--- src/rtl/lc3_seq_ctrl_if.sv ---
// Sequencer <-> memory/stage-block bundle: memory completions and fetched instruction in,
// stage enables, data-memory state and retire/timeout status out.
interface lc3_seq_ctrl_if #(
    parameter int CNT_W = 16
);
    logic             complete_instr;
    logic             complete_data;
    logic [15:0]      ir;
    logic [2:0]       nzp;
    logic             enable_fetch;
    logic             enable_decode;
    logic             enable_execute;
    logic             enable_writeback;
    logic             enable_updatePC;
    logic             br_taken;
    logic [1:0]       mem_state;
    logic [3:0]       state;
    logic             instr_done;
    logic             mem_timeout;
    logic [CNT_W-1:0] instr_count;

    modport master (
        input  complete_instr, complete_data, ir, nzp,
        output enable_fetch, enable_decode, enable_execute, enable_writeback,
               enable_updatePC, br_taken, mem_state, state, instr_done,
               mem_timeout, instr_count
    );

    modport slave (
        output complete_instr, complete_data, ir, nzp,
        input  enable_fetch, enable_decode, enable_execute, enable_writeback,
               enable_updatePC, br_taken, mem_state, state, instr_done,
               mem_timeout, instr_count
    );
endinterface

--- src/rtl/lc3_seq_ctrl.sv ---
// LC3 multicycle sequencer: FETCH/DECODE/EXEC/mem/WB/UPDPC with Moore stage enables.
// ALU op 5 cycles + waits; FETCH stalls on complete_instr forever, data waits bounded by MEM_TIMEOUT.
module lc3_seq_ctrl #(
    parameter int MEM_TIMEOUT = 255,
    parameter int CNT_W       = 16
) (
    input  logic           clk,
    input  logic           reset,
    lc3_seq_ctrl_if.master bus
);
    localparam logic [3:0] S_FETCH   = 4'd0;
    localparam logic [3:0] S_DECODE  = 4'd1;
    localparam logic [3:0] S_EXEC    = 4'd2;
    localparam logic [3:0] S_MEM_IND = 4'd3;
    localparam logic [3:0] S_MEM_RD  = 4'd4;
    localparam logic [3:0] S_MEM_WR  = 4'd5;
    localparam logic [3:0] S_WB      = 4'd6;
    localparam logic [3:0] S_UPDPC   = 4'd7;

    localparam logic [3:0] OP_BR  = 4'b0000;
    localparam logic [3:0] OP_ADD = 4'b0001;
    localparam logic [3:0] OP_LD  = 4'b0010;
    localparam logic [3:0] OP_ST  = 4'b0011;
    localparam logic [3:0] OP_AND = 4'b0101;
    localparam logic [3:0] OP_LDR = 4'b0110;
    localparam logic [3:0] OP_STR = 4'b0111;
    localparam logic [3:0] OP_NOT = 4'b1001;
    localparam logic [3:0] OP_LDI = 4'b1010;
    localparam logic [3:0] OP_STI = 4'b1011;
    localparam logic [3:0] OP_JMP = 4'b1100;
    localparam logic [3:0] OP_LEA = 4'b1110;

    localparam int              WAIT_W     = (MEM_TIMEOUT > 2) ? $clog2(MEM_TIMEOUT) : 1;
    localparam logic [WAIT_W-1:0] WAIT_LAST = WAIT_W'(MEM_TIMEOUT - 1);
    localparam bit              TIMEOUT_EN = (MEM_TIMEOUT != 0);

    logic [3:0]        state_q, state_d;
    logic [15:0]       ir_q;
    logic              br_q, br_d;
    logic [WAIT_W-1:0] wait_cnt;
    logic [CNT_W-1:0]  cnt_q;
    logic              in_mem, next_in_mem, timeout_hit, run;

    assign run         = !reset;
    assign in_mem      = (state_q == S_MEM_IND) || (state_q == S_MEM_RD) || (state_q == S_MEM_WR);
    assign next_in_mem = (state_d == S_MEM_IND) || (state_d == S_MEM_RD) || (state_d == S_MEM_WR);
    // A completion arriving on the last allowed cycle beats the timeout.
    assign timeout_hit = TIMEOUT_EN && in_mem && !bus.complete_data && (wait_cnt == WAIT_LAST);

    always_comb begin
        state_d = state_q;
        br_d    = br_q;
        case (state_q)
            S_FETCH:   if (bus.complete_instr) state_d = S_DECODE;
            S_DECODE:  state_d = S_EXEC;
            S_EXEC: begin
                br_d = 1'b0;
                case (ir_q[15:12])
                    OP_ADD, OP_AND, OP_NOT, OP_LEA: state_d = S_WB;
                    OP_LD, OP_LDR:                  state_d = S_MEM_RD;
                    OP_ST, OP_STR:                  state_d = S_MEM_WR;
                    OP_LDI, OP_STI:                 state_d = S_MEM_IND;
                    OP_BR: begin
                        br_d    = |(ir_q[11:9] & bus.nzp);
                        state_d = S_UPDPC;
                    end
                    OP_JMP: begin
                        br_d    = 1'b1;
                        state_d = S_UPDPC;
                    end
                    default:                        state_d = S_UPDPC;
                endcase
            end
            // ir_q[12] separates STI (1011) from LDI (1010).
            S_MEM_IND: if (bus.complete_data) state_d = ir_q[12] ? S_MEM_WR : S_MEM_RD;
            S_MEM_RD:  if (bus.complete_data) state_d = S_WB;
            S_MEM_WR:  if (bus.complete_data) state_d = S_UPDPC;
            S_WB:      state_d = S_UPDPC;
            S_UPDPC:   state_d = S_FETCH;
            default:   state_d = S_FETCH;
        endcase
        if (timeout_hit) begin
            state_d = S_UPDPC;
            br_d    = 1'b0;
        end
    end

    always_ff @(posedge clk) begin
        if (reset) begin
            state_q  <= S_FETCH;
            ir_q     <= 16'h0000;
            br_q     <= 1'b0;
            wait_cnt <= '0;
            cnt_q    <= '0;
        end else begin
            state_q <= state_d;
            br_q    <= br_d;
            if (state_q == S_FETCH && bus.complete_instr)
                ir_q <= bus.ir;
            if (next_in_mem && state_d != state_q)
                wait_cnt <= '0;
            else if (in_mem && !bus.complete_data)
                wait_cnt <= wait_cnt + 1'b1;
            if (state_q == S_UPDPC)
                cnt_q <= cnt_q + 1'b1;
        end
    end

    always_comb begin
        bus.mem_state = 2'd3;
        if (run) begin
            case (state_q)
                S_MEM_IND: bus.mem_state = 2'd1;
                S_MEM_RD:  bus.mem_state = 2'd0;
                S_MEM_WR:  bus.mem_state = 2'd2;
                default:   bus.mem_state = 2'd3;
            endcase
        end
    end

    assign bus.enable_fetch     = run && (state_q == S_FETCH);
    assign bus.enable_decode    = run && (state_q == S_DECODE);
    assign bus.enable_execute   = run && (state_q == S_EXEC);
    assign bus.enable_writeback = run && (state_q == S_WB);
    assign bus.enable_updatePC  = run && (state_q == S_UPDPC);
    assign bus.br_taken         = (state_q == S_UPDPC) && br_q;
    assign bus.state            = state_q;
    assign bus.instr_done       = run && (state_q == S_UPDPC);
    assign bus.mem_timeout      = run && timeout_hit;
    assign bus.instr_count      = cnt_q;
endmodule

--- src/flat_wrapper.sv ---
// flat-port wrapper written by rule: the top's interface ports become plain ports
module lc3_seq_ctrl_flat 
#(
    parameter int MEM_TIMEOUT = 255,
    parameter int CNT_W       = 16
)
  (clk, reset, bus_complete_instr, bus_complete_data, bus_ir, bus_nzp, bus_enable_fetch, bus_enable_decode, bus_enable_execute, bus_enable_writeback, bus_enable_updatePC, bus_br_taken, bus_mem_state, bus_state, bus_instr_done, bus_mem_timeout, bus_instr_count);
  lc3_seq_ctrl_if #(.CNT_W(CNT_W)) bus_i ();
  input  logic clk;
  input  logic reset;
  input wire logic [$bits(bus_i.complete_instr)-1:0] bus_complete_instr;
  input wire logic [$bits(bus_i.complete_data)-1:0] bus_complete_data;
  input wire logic [$bits(bus_i.ir)-1:0] bus_ir;
  input wire logic [$bits(bus_i.nzp)-1:0] bus_nzp;
  output wire logic [$bits(bus_i.enable_fetch)-1:0] bus_enable_fetch;
  output wire logic [$bits(bus_i.enable_decode)-1:0] bus_enable_decode;
  output wire logic [$bits(bus_i.enable_execute)-1:0] bus_enable_execute;
  output wire logic [$bits(bus_i.enable_writeback)-1:0] bus_enable_writeback;
  output wire logic [$bits(bus_i.enable_updatePC)-1:0] bus_enable_updatePC;
  output wire logic [$bits(bus_i.br_taken)-1:0] bus_br_taken;
  output wire logic [$bits(bus_i.mem_state)-1:0] bus_mem_state;
  output wire logic [$bits(bus_i.state)-1:0] bus_state;
  output wire logic [$bits(bus_i.instr_done)-1:0] bus_instr_done;
  output wire logic [$bits(bus_i.mem_timeout)-1:0] bus_mem_timeout;
  output wire logic [$bits(bus_i.instr_count)-1:0] bus_instr_count;
  assign bus_i.complete_instr = bus_complete_instr;
  assign bus_i.complete_data = bus_complete_data;
  assign bus_i.ir = bus_ir;
  assign bus_i.nzp = bus_nzp;
  assign bus_enable_fetch = bus_i.enable_fetch;
  assign bus_enable_decode = bus_i.enable_decode;
  assign bus_enable_execute = bus_i.enable_execute;
  assign bus_enable_writeback = bus_i.enable_writeback;
  assign bus_enable_updatePC = bus_i.enable_updatePC;
  assign bus_br_taken = bus_i.br_taken;
  assign bus_mem_state = bus_i.mem_state;
  assign bus_state = bus_i.state;
  assign bus_instr_done = bus_i.instr_done;
  assign bus_mem_timeout = bus_i.mem_timeout;
  assign bus_instr_count = bus_i.instr_count;
  lc3_seq_ctrl #(.MEM_TIMEOUT(MEM_TIMEOUT), .CNT_W(CNT_W)) u_core (.clk(clk), .reset(reset), .bus(bus_i));
endmodule
--- config.mk ---
export PLATFORM = sky130hd
export DESIGN_NAME = lc3_seq_ctrl_flat
export DESIGN_NICKNAME = d
export VERILOG_FILES = /design/src/rtl/lc3_seq_ctrl_if.sv /design/src/rtl/lc3_seq_ctrl.sv /design/src/flat_wrapper.sv
export SDC_FILE = /design/constraint.sdc
export NUM_CORES = 1
export LEC_CHECK = 0
export BUFFER_PORTS_ARGS = -buffer_cell sky130_fd_sc_hd__buf_2
export CORE_MARGIN = 2
export CORE_UTILIZATION = 50
export CTS_CLUSTER_DIAMETER = 40
export DETAILED_ROUTE_END_ITERATION = 16
export GPL_TIMING_DRIVEN = 0
export PLACE_DENSITY_LB_ADDON = 0.05
export SLEW_MARGIN = 20
export SYNTH_ARGS = -nofsm -noshare
export SYNTH_HDL_FRONTEND = slang
export SYNTH_SLANG_ARGS = --single-unit
--- constraint.sdc ---
create_clock -name clk -period 2.8 [get_ports clk]
set_input_delay 0.28 -clock clk [delete_from_list [all_inputs] [get_ports clk]]
set_output_delay 0.28 -clock clk [all_outputs]
set_load 0.005 [all_outputs]
==> flow_summary.toml, run 1 <==
[status]
status = "complete, no violations"

[yosys]
netlist.area_leader.share_pct = 39.0
syn_nets = 245
ys_types = 42
seq_area_frac_synth_pct = 39.0
synth_seq_cells = 36
synth-edff-count = 0
netlist_area_um2 = 1850
yosys_warnings = 0
syn_area_per_cell_um2 = 8.44
synthArstFlopShare_pct = 0
yosysTopAreaCell = "dfxtp_1"
synthTopCellsByArea = "dfxtp_1 (39%), nor2_1 (7.7%), xor2_1 (6.6%)"
synth-main-ff-cell = "dfxtp_1"
synth_cells = 219

[finish]
mostFrequentLayoutCell = "buf_2"
area.growth.synth_to_final_pct = 20.9
layout_common_cells = "buf_2 (47), nor2_1 (38), dfxtp_1 (36)"
instances_no_fill = 318
fin_nets = 295
fin_util_pct = 62.0
antenna_cells = 0
drive_above_1_share_pct = 23.7

[setup_path]
cp_data_arrival_time_ns = 2.57
start_kind = "flip-flop"
cp_num_buf_inv = 1
required_ns = 2.93
r2r_setup_slack_ns = 0.36
path_max_fanout = 9
crit_slowest_cell = "dfxtp_1"
reg2regPathDepth = 7
worstReg2RegStart = "u_core.bus.state[2]"
path_cells = "nor2_1 > and3_1 > buf_2 > a211oi_1 > mux2i_1 > a221oi_4 > a2111oi_2"
cp_slowest_stage_delay_ns = 0.50
critical_path_class = "reg2reg"
crit_family = "compound AO/OA/AOI/OAI gates"
reg2reg_to = "u_core.wait_cnt[1]"
cp-end-kind = "flip-flop"

[die]
core_um2 = 3610
rows = 22
start_util_pct = 51.3
die_x_um = 64.8
pin_count = 53
dieArea_um2 = 4200
dieHeight_um = 64.8

[clocking]
cts-resized-gates = 0
clk_pin_slew_ns = 0.07
cts-root-buf = "clkbuf_8"
clockBufferDepth = 2
htree_levels = 2
clk_latency_ns = 0.29
cts_tree = "done"
ctsHoldBuffers = 0
cts_made_buffers = 5
clock-sinks = 36
post-cts-setup-buffer-count = 0

[pwr]
leakagePower_uw = 0.000921
power_density_nw_per_um2 = 480
finalPower_uw = 1070
power.switching_uw = 252
clkPwrFrac_pct = 42.6
internal_power_uw = 820
power_frac_comb_pct = 7.9
ir_worst_vdd_mv = 0.573
power_frac_seq_pct = 49.5
switching_share_pct = 23.5

[drt]
drt_iter0_drc = 112
ant_nets = 0
vias = 1699
routed_wl_um = 3930
vias_per_cell = 5.34
routedWlPerCell_um = 12.3
dr.pass1.iters = 4
drc = 0

[hold_path]
hold_class = "in2reg"
holdPathEnd = "u_core.ir_q[10]"
hold_path_depth = 3
hold_start = "bus_ir[10]"

[global_route]
grt_max_degree = 13
grt_usage_pct = 20.8
first_global_vias = 1515
antenna_found_initial = 0
gr-total-overflow = 0
grt_pass1_wl_um = 6780

[timing]
fin_setup_tns_ns = 0
rsz0062_at_grt = "false"
final.period_utilization_pct = 87.1
finalSetupViolCount = 0
max_freq_mhz = 410
timing.final.max_slew_violations = 0
clock_skew_ns = 0.00382
worstMarginPinSlew_ns = 0.972
hold_viol = 0
slew-limit-headroom_pct = 34.8
period_minus_slack_ns = 2.44

[flow_run]
maxCapViolations = 0

[place]
dp.cells = 310
port_buffers = 43
dp_hpwl_um = 2840
place_congestion = 0.747
[worst max-delay path by stage]
stage                               endpoint                start  cells after the start
after CTS                 u_core.wait_cnt[1]  u_core.bus.state[2]                      7
after global placement    u_core.wait_cnt[1]  u_core.bus.state[2]                      7
final                     u_core.wait_cnt[1]  u_core.bus.state[2]                      7
after detailed placement  u_core.wait_cnt[1]  u_core.bus.state[2]                      7
after floorplan           u_core.wait_cnt[1]  u_core.bus.state[0]                      6
after global routing      u_core.wait_cnt[1]  u_core.bus.state[2]                      7
[routing by layer]
| metal | vias to the layer above | global-route usage (%) | wire (um) |
|---|---|---|---|
| li1 | 867 | - | - |
| met1 | 782 | 26.9 | 1890 |
| met2 | 46 | 33.5 | 1770 |
| met3 | 4 | 5.21 | 223 |
| met4 | 0 | 7.18 | 44 |
| met5 | - | 0 | 0 |
[logic make-up after synthesis]
kind of cell               count (synthesis)  synth area share (%)
xor gates and xnor gates                  20                  9.47
muxes                                     10                  5.48
adders and majority gates                  3                  2.03
AOI/OAI and AO/OA                         27                  11.2
and+or+nand+nor                          106                  28.7
buffers and inverters                     16                  3.92
DFF                                       36                  39.0
other                                      1                 0.203
[state kept, by name, summed over array words and instances, names as in the netlist]
register	count
u_core.bus.instr_count	16
u_core.wait_cnt	8
u_core.ir_q	7
u_core.bus.state	4
u_core.br_q	1
[synthesized netlist by cell type, types with 2 or more instances]
| library cell | number |
|---|---|
| nor2_1 | 38 |
| dfxtp_1 | 36 |
| nand2_1 | 14 |
| xor2_1 | 14 |
| nor3_1 | 13 |
| a21oi_1 | 10 |
| nand3_1 | 10 |
| mux2i_1 | 9 |
| nand4_1 | 8 |
| xnor2_1 | 6 |
| clkbuf_1 | 5 |
| inv_1 | 5 |
| buf_2 | 4 |
| o21ai_0 | 4 |
| and3_1 | 3 |
| ha_1 | 3 |
| nand2b_1 | 3 |
| nor2b_1 | 3 |
| a211o_1 | 2 |
| a211oi_1 | 2 |
| and4_1 | 2 |
| buf_4 | 2 |
| nor4_1 | 2 |
| o211ai_1 | 2 |
| or3_1 | 2 |
[per-stage QoR]
step / hold slack [ns] / cell area [um2] / setup slack, ns
floorplan: 0.427 / 1850 / 0.632
global placement: 0.478 / 2120 / 0.362
detailed placement: 0.486 / 2120 / 0.373
CTS: 0.220 / 2240 / 0.359
global route: 0.219 / 2240 / 0.196
finish: 0.225 / 2240 / 0.362
[final cells by class]
type	count	area [um2]
Multi-Input combinational cell	167	1060
Tap cell	48	60.1
Inverter	5	18.8
Clock inverter	3	42.5
Clock buffer	5	68.8
Sequential cell	36	721
Fill cell	334	1370
Buffer	11	53.8
Timing Repair Buffer	43	215
[power by group through the flow]
stage	sequential (uW)	clock (uW)	combinational, uW
after CTS	531	468	85.2
after floorplan	540	0	58.4
after detailed placement	543	0	85.0
after global placement	542	0	84.3
final	531	457	84.5
after global routing	532	498	94.4
[worst min-delay path: stages]
cell	delay (ns)
buf_2	0.07
mux2i_1	0.05
nor2_1	0.07
No activity file was read; power rests on OpenSTA's default activity.
==> run 2: changes to the inputs <==
--- a/config.mk
+++ b/config.mk
@@ -6,8 +6,7 @@
 export NUM_CORES = 1
 export LEC_CHECK = 0
 export BUFFER_PORTS_ARGS = -buffer_cell sky130_fd_sc_hd__buf_2
-export CORE_MARGIN = 2
-export CORE_UTILIZATION = 50
+export CORE_UTILIZATION = 40
 export CTS_CLUSTER_DIAMETER = 40
 export DETAILED_ROUTE_END_ITERATION = 16
 export GPL_TIMING_DRIVEN = 0
==> constraint.sdc (replaced) <==
create_clock -name clk -period 2.8 [get_ports clk]
set_input_delay 0.56 -clock clk [delete_from_list [all_inputs] [get_ports clk]]
set_output_delay 0.56 -clock clk [all_outputs]
set_load 0.005 [all_outputs]
==> flow_summary.toml, run 2 (same netlist as run 1, synthesis figures left out) <==
[setup_path]
cp_slowest_stage_delay_ns = 0.40
required_ns = 2.24
path_cells = "buf_2 > nand3b_1 > a211o_1 > or2_2 > nor2_1 > buf_2"
cp-end-kind = "primary output"
path_max_fanout = 10
critical_path_class = "reg2out"
crit_slowest_cell = "dfxtp_1"
cp_data_arrival_time_ns = 2.01
crit_family = "simple AND/OR/NAND/NOR gates"
start_kind = "flip-flop"
crit_top_cell = "buf_2"
cp_num_buf_inv = 2
r2r_setup_slack_ns = 0.39

[clocking]
post-cts-setup-buffer-count = 0
cts_tree = "done"
clk_latency_ns = 0.29
ctsHoldBuffers = 0
cts-root-buf = "clkbuf_8"
cts-resized-gates = 0
cts_made_buffers = 5
htree_levels = 2
clock-sinks = 36
clockBufferDepth = 2
clk_pin_slew_ns = 0.07

[finish]
antenna_cells = 0
fin_nets = 295
fill_cells = 456
drive_above_1_share_pct = 23.3
largest_reg_flops = 16
layout_common_cells = "buf_2 (47), nor2_1 (38), dfxtp_1 (36)"
mostFrequentLayoutCell = "buf_2"
area.growth.synth_to_final_pct = 21.0

[timing]
fin_setup_tns_ns = 0
max_freq_mhz = 389
period_minus_slack_ns = 2.57
rsz0062_at_grt = "false"
clock_skew_ns = 0.0103
finalSetupViolCount = 0
timing.final.max_slew_violations = 0
worstMarginPinSlew_ns = 1.02
hold_ws_ns = 0.497
slew-limit-headroom_pct = 31.4
final.period_utilization_pct = 91.8
hold_viol = 0
fin_ws_ns = 0.230

[drt]
wl_met3_um = 219
drc = 0
top_layer_used = "met4"
drt_iter0_drc = 80
wl_met2_um = 1750
ant_nets = 0
routedWlPerCell_um = 12.5
vias_per_cell = 5.22
vias = 1682
routed_wl_um = 4030
dr.pass1.iters = 4
wl_met1_um = 2020

[pwr]
leakagePower_uw = 0.000922
power_density_nw_per_um2 = 477
ir_worst_vdd_mv = 0.267

[global_route]
grt_usage_pct = 17.3
grt_max_degree = 12
first_global_vias = 1463
gr-total-overflow = 0
grt_pass1_wl_um = 6820
antenna_found_initial = 0

[die]
die_x_um = 70.0
pin_count = 53
dieArea_um2 = 4900
rows = 24
core_um2 = 4380
start_util_pct = 42.2
dieHeight_um = 70.0

[place]
pre_cts_ws_ns = 0.281
place_congestion = 0.752
port_buffers = 43
dp_hpwl_um = 2950

[flow_run]
maxCapViolations = 0

[hold_path]
hold_class = "reg2reg"

[status]
status = "complete, no violations"
## run 2: changes by cell type in the layout (fill, tap and decap cells not counted), sizes merged
cell and change:
clkbuf +1, clkinvlp -1
## run 2: per-stage QoR
step / std cells / utilization, % / cell area [um2] / total power [uW]
2_1_floorplan: 219 / - / 1850 / 598
3_3_place_gp: 314 / 48.6 / 2130 / 628
3_5_place_dp: 314 / 48.6 / 2130 / 628
4_1_cts: 322 / 51.0 / 2240 / 1080
5_1_grt: 322 / 51.0 / 2240 / 1120
6_report: 322 / 51.0 / 2240 / 1070
## run 2: area by class of cell
class	count	area (um2)	share of cell area [%]
multi-input combinational	167	1060	47.2
buffer	11	53.8	2.40
inverter	5	18.8	0.839
sequential	36	721	32.2
tap	52	65.1	2.91
timing repair buffer	43	215	9.62
clock buffer	6	72.6	3.24
clock inverter	2	35.0	1.57
## run 2: metal layers
layer / global-route usage [%] / vias up
met2: 27.0 / 38
li1: - / 869
met3: 4.47 / 6
met4: 4.67 / 0
met1: 23.6 / 769
met5: 0 / -
## run 2: path summary, 6_finish.rpt
check | from | endpoint | depth (start not counted)
worst max-delay path | u_core.bus.state[1] | bus_mem_timeout | 6
worst max register to register | u_core.bus.state[2] | u_core.wait_cnt[1] | 7
worst min register to register | u_core.ir_q[9] | u_core.ir_q[9] | 2
worst min-delay path | u_core.ir_q[9] | u_core.ir_q[9] | 2
## run 2: worst reg2reg max path, cell delays in order, from the launching register on
cell and delay (ns):
dfxtp_1 0.49, nor2_1 0.13, and3_1 0.17, buf_2 0.19, a211oi_1 0.46, mux2i_1 0.21, a221oi_4 0.50, a2111oi_2 0.10
## run 2: where the power goes
group,internal (uW),leakage [uW],switching (uW)
Clock,264,0.0000552,187
Combinational,36.2,0.000576,48.3
Sequential,520,0.000291,10.7
==> run 3: changes to the inputs <==
--- a/config.mk
+++ b/config.mk
@@ -7,6 +7,7 @@
 export LEC_CHECK = 0
 export BUFFER_PORTS_ARGS = -buffer_cell sky130_fd_sc_hd__buf_2
 export CORE_UTILIZATION = 40
+export CTS_BUF_LIST = sky130_fd_sc_hd__clkbuf_4
 export CTS_CLUSTER_DIAMETER = 40
 export DETAILED_ROUTE_END_ITERATION = 16
 export GPL_TIMING_DRIVEN = 0
==> flow_summary.toml, run 3 (same netlist as run 1, synthesis figures left out) <==
[clocking]
cts_made_buffers = 5
cts_tree = "done"
cts-root-buf = "clkbuf_4"
post-cts-setup-buffer-count = 0
clk_pin_slew_ns = 0.11
htree_levels = 2
clk_latency_ns = 0.34
clockBufferDepth = 2
clock-sinks = 36

[pwr]
power_density_nw_per_um2 = 447
switching_share_pct = 23.7
clkPwrFrac_pct = 37.6
power.switching_uw = 234
ir_worst_vdd_mv = 0.247
power_frac_comb_pct = 8.6
power_frac_seq_pct = 53.8
leakagePower_uw = 0.000916
internal_power_uw = 754

[setup_path]
critical_path_class = "reg2out"
required_ns = 2.24
cp_num_buf_inv = 2
cp_slowest_stage_delay_ns = 0.42
crit_family = "simple AND/OR/NAND/NOR gates"
path_max_fanout = 10
path_cells = "buf_2 > nand3b_1 > a211o_1 > or2_2 > nor2_1 > buf_2"
cp_data_arrival_time_ns = 2.08
cp-end-kind = "primary output"
crit_top_cell = "buf_2"
start_kind = "flip-flop"
crit_slowest_cell = "dfxtp_1"

[timing]
max_freq_mhz = 379
final.period_utilization_pct = 94.2
finalSetupViolCount = 0
period_minus_slack_ns = 2.64
slew-limit-headroom_pct = 31.9
hold_viol = 0
timing.final.max_slew_violations = 0
rsz0062_at_grt = "false"
clock_skew_ns = 0.0136
fin_setup_tns_ns = 0
worstMarginPinSlew_ns = 1.01

[finish]
area.growth.synth_to_final_pct = 19.6
fin_nets = 295
fill_cells = 465
largest_reg_flops = 16
multiInputGateArea_um2 = 1060
seqCellArea_um2 = 721
mostFrequentLayoutCell = "buf_2"
layout_common_cells = "buf_2 (47), nor2_1 (38), dfxtp_1 (36)"
fin_util_pct = 50.4
antenna_cells = 0
drive_above_1_share_pct = 24.1

[die]
start_util_pct = 42.2
core_um2 = 4380
pin_count = 53
dieHeight_um = 70.0
rows = 24
dieArea_um2 = 4900
die_x_um = 70.0

[drt]
vias = 1703
drt_iter0_drc = 101
vias_per_cell = 5.29
routedWlPerCell_um = 12.5
dr.pass1.iters = 4
ant_nets = 0
routed_wl_um = 4040
drc = 0

[global_route]
first_global_vias = 1473
grt_pass1_wl_um = 6760
grt_usage_pct = 17.1
antenna_found_initial = 0
gr-total-overflow = 0
grt_max_degree = 12

[place]
dp_hpwl_um = 2950
port_buffers = 43
place_congestion = 0.752

[hold_path]
hold_class = "in2reg"

[status]
status = "complete, no violations"

[flow_run]
maxCapViolations = 0
## run 3: power groups by stage
stage          sequential (uW)  combinational, uW  clock (uW)
5_1_grt                    533               95.3         407
6_report                   531               85.4         372
2_1_floorplan              540               58.4           0
3_5_place_dp               543               85.7           0
4_1_cts                    531               86.1         383
3_3_place_gp               543               85.5           0
## run 3: final cells by class
type                            instances  share of cell area, %
Buffer                                 11                   2.49
Clock buffer                            6                   2.04
Clock inverter                          2                   1.58
Inverter                                5                  0.849
Multi-Input combinational cell        167                   47.8
Sequential cell                        36                   32.6
Tap cell                               52                   2.94
Timing Repair Buffer                   43                   9.73
## run 3: routing by layer
metal	track usage, %	part of all wire (%)	wire length (um)	vias up
met5	0	0	0	-
met3	3.61	5.0	203	6
met1	23.6	51	2060	787
li1	-	-	-	871
met2	26.6	43	1730	39
met4	6.00	1.1	44	0
## run 3: path summary, 6_finish.rpt
check	start	to	slack [ns]	cells after the start
max	u_core.bus.state[1]	bus_mem_timeout	0.16	6
min	bus_ir[9]	u_core.ir_q[9]	0.46	3
max reg2reg	u_core.bus.state[2]	u_core.wait_cnt[1]	0.34	7
min reg2reg	u_core.ir_q[9]	u_core.ir_q[9]	0.51	2
## run 3: timing repair
item                                    CTS  global route
endpoints found under the setup margin    0             1
gates resized for setup                   0             2
endpoints found under the hold margin     0             0
hold buffers                              0             0
## run 3: worst min-delay path, cell delays in order
cell	delay (ns)
buf_2	0.08
mux2i_1	0.05
nor2_1	0.07
## run 3: per-stage QoR
step	power (uW)	std cells	hold slack (ns)	cell area, um2	setup WS [ns]
after floorplan	598	219	0.459	1850	0.632
after global placement	628	314	0.480	2130	0.266
after detailed placement	628	314	0.489	2130	0.281
after CTS	1000	322	0.451	2210	0.148
after global routing	1030	322	0.459	2210	0.0560
final	988	322	0.461	2210	0.161
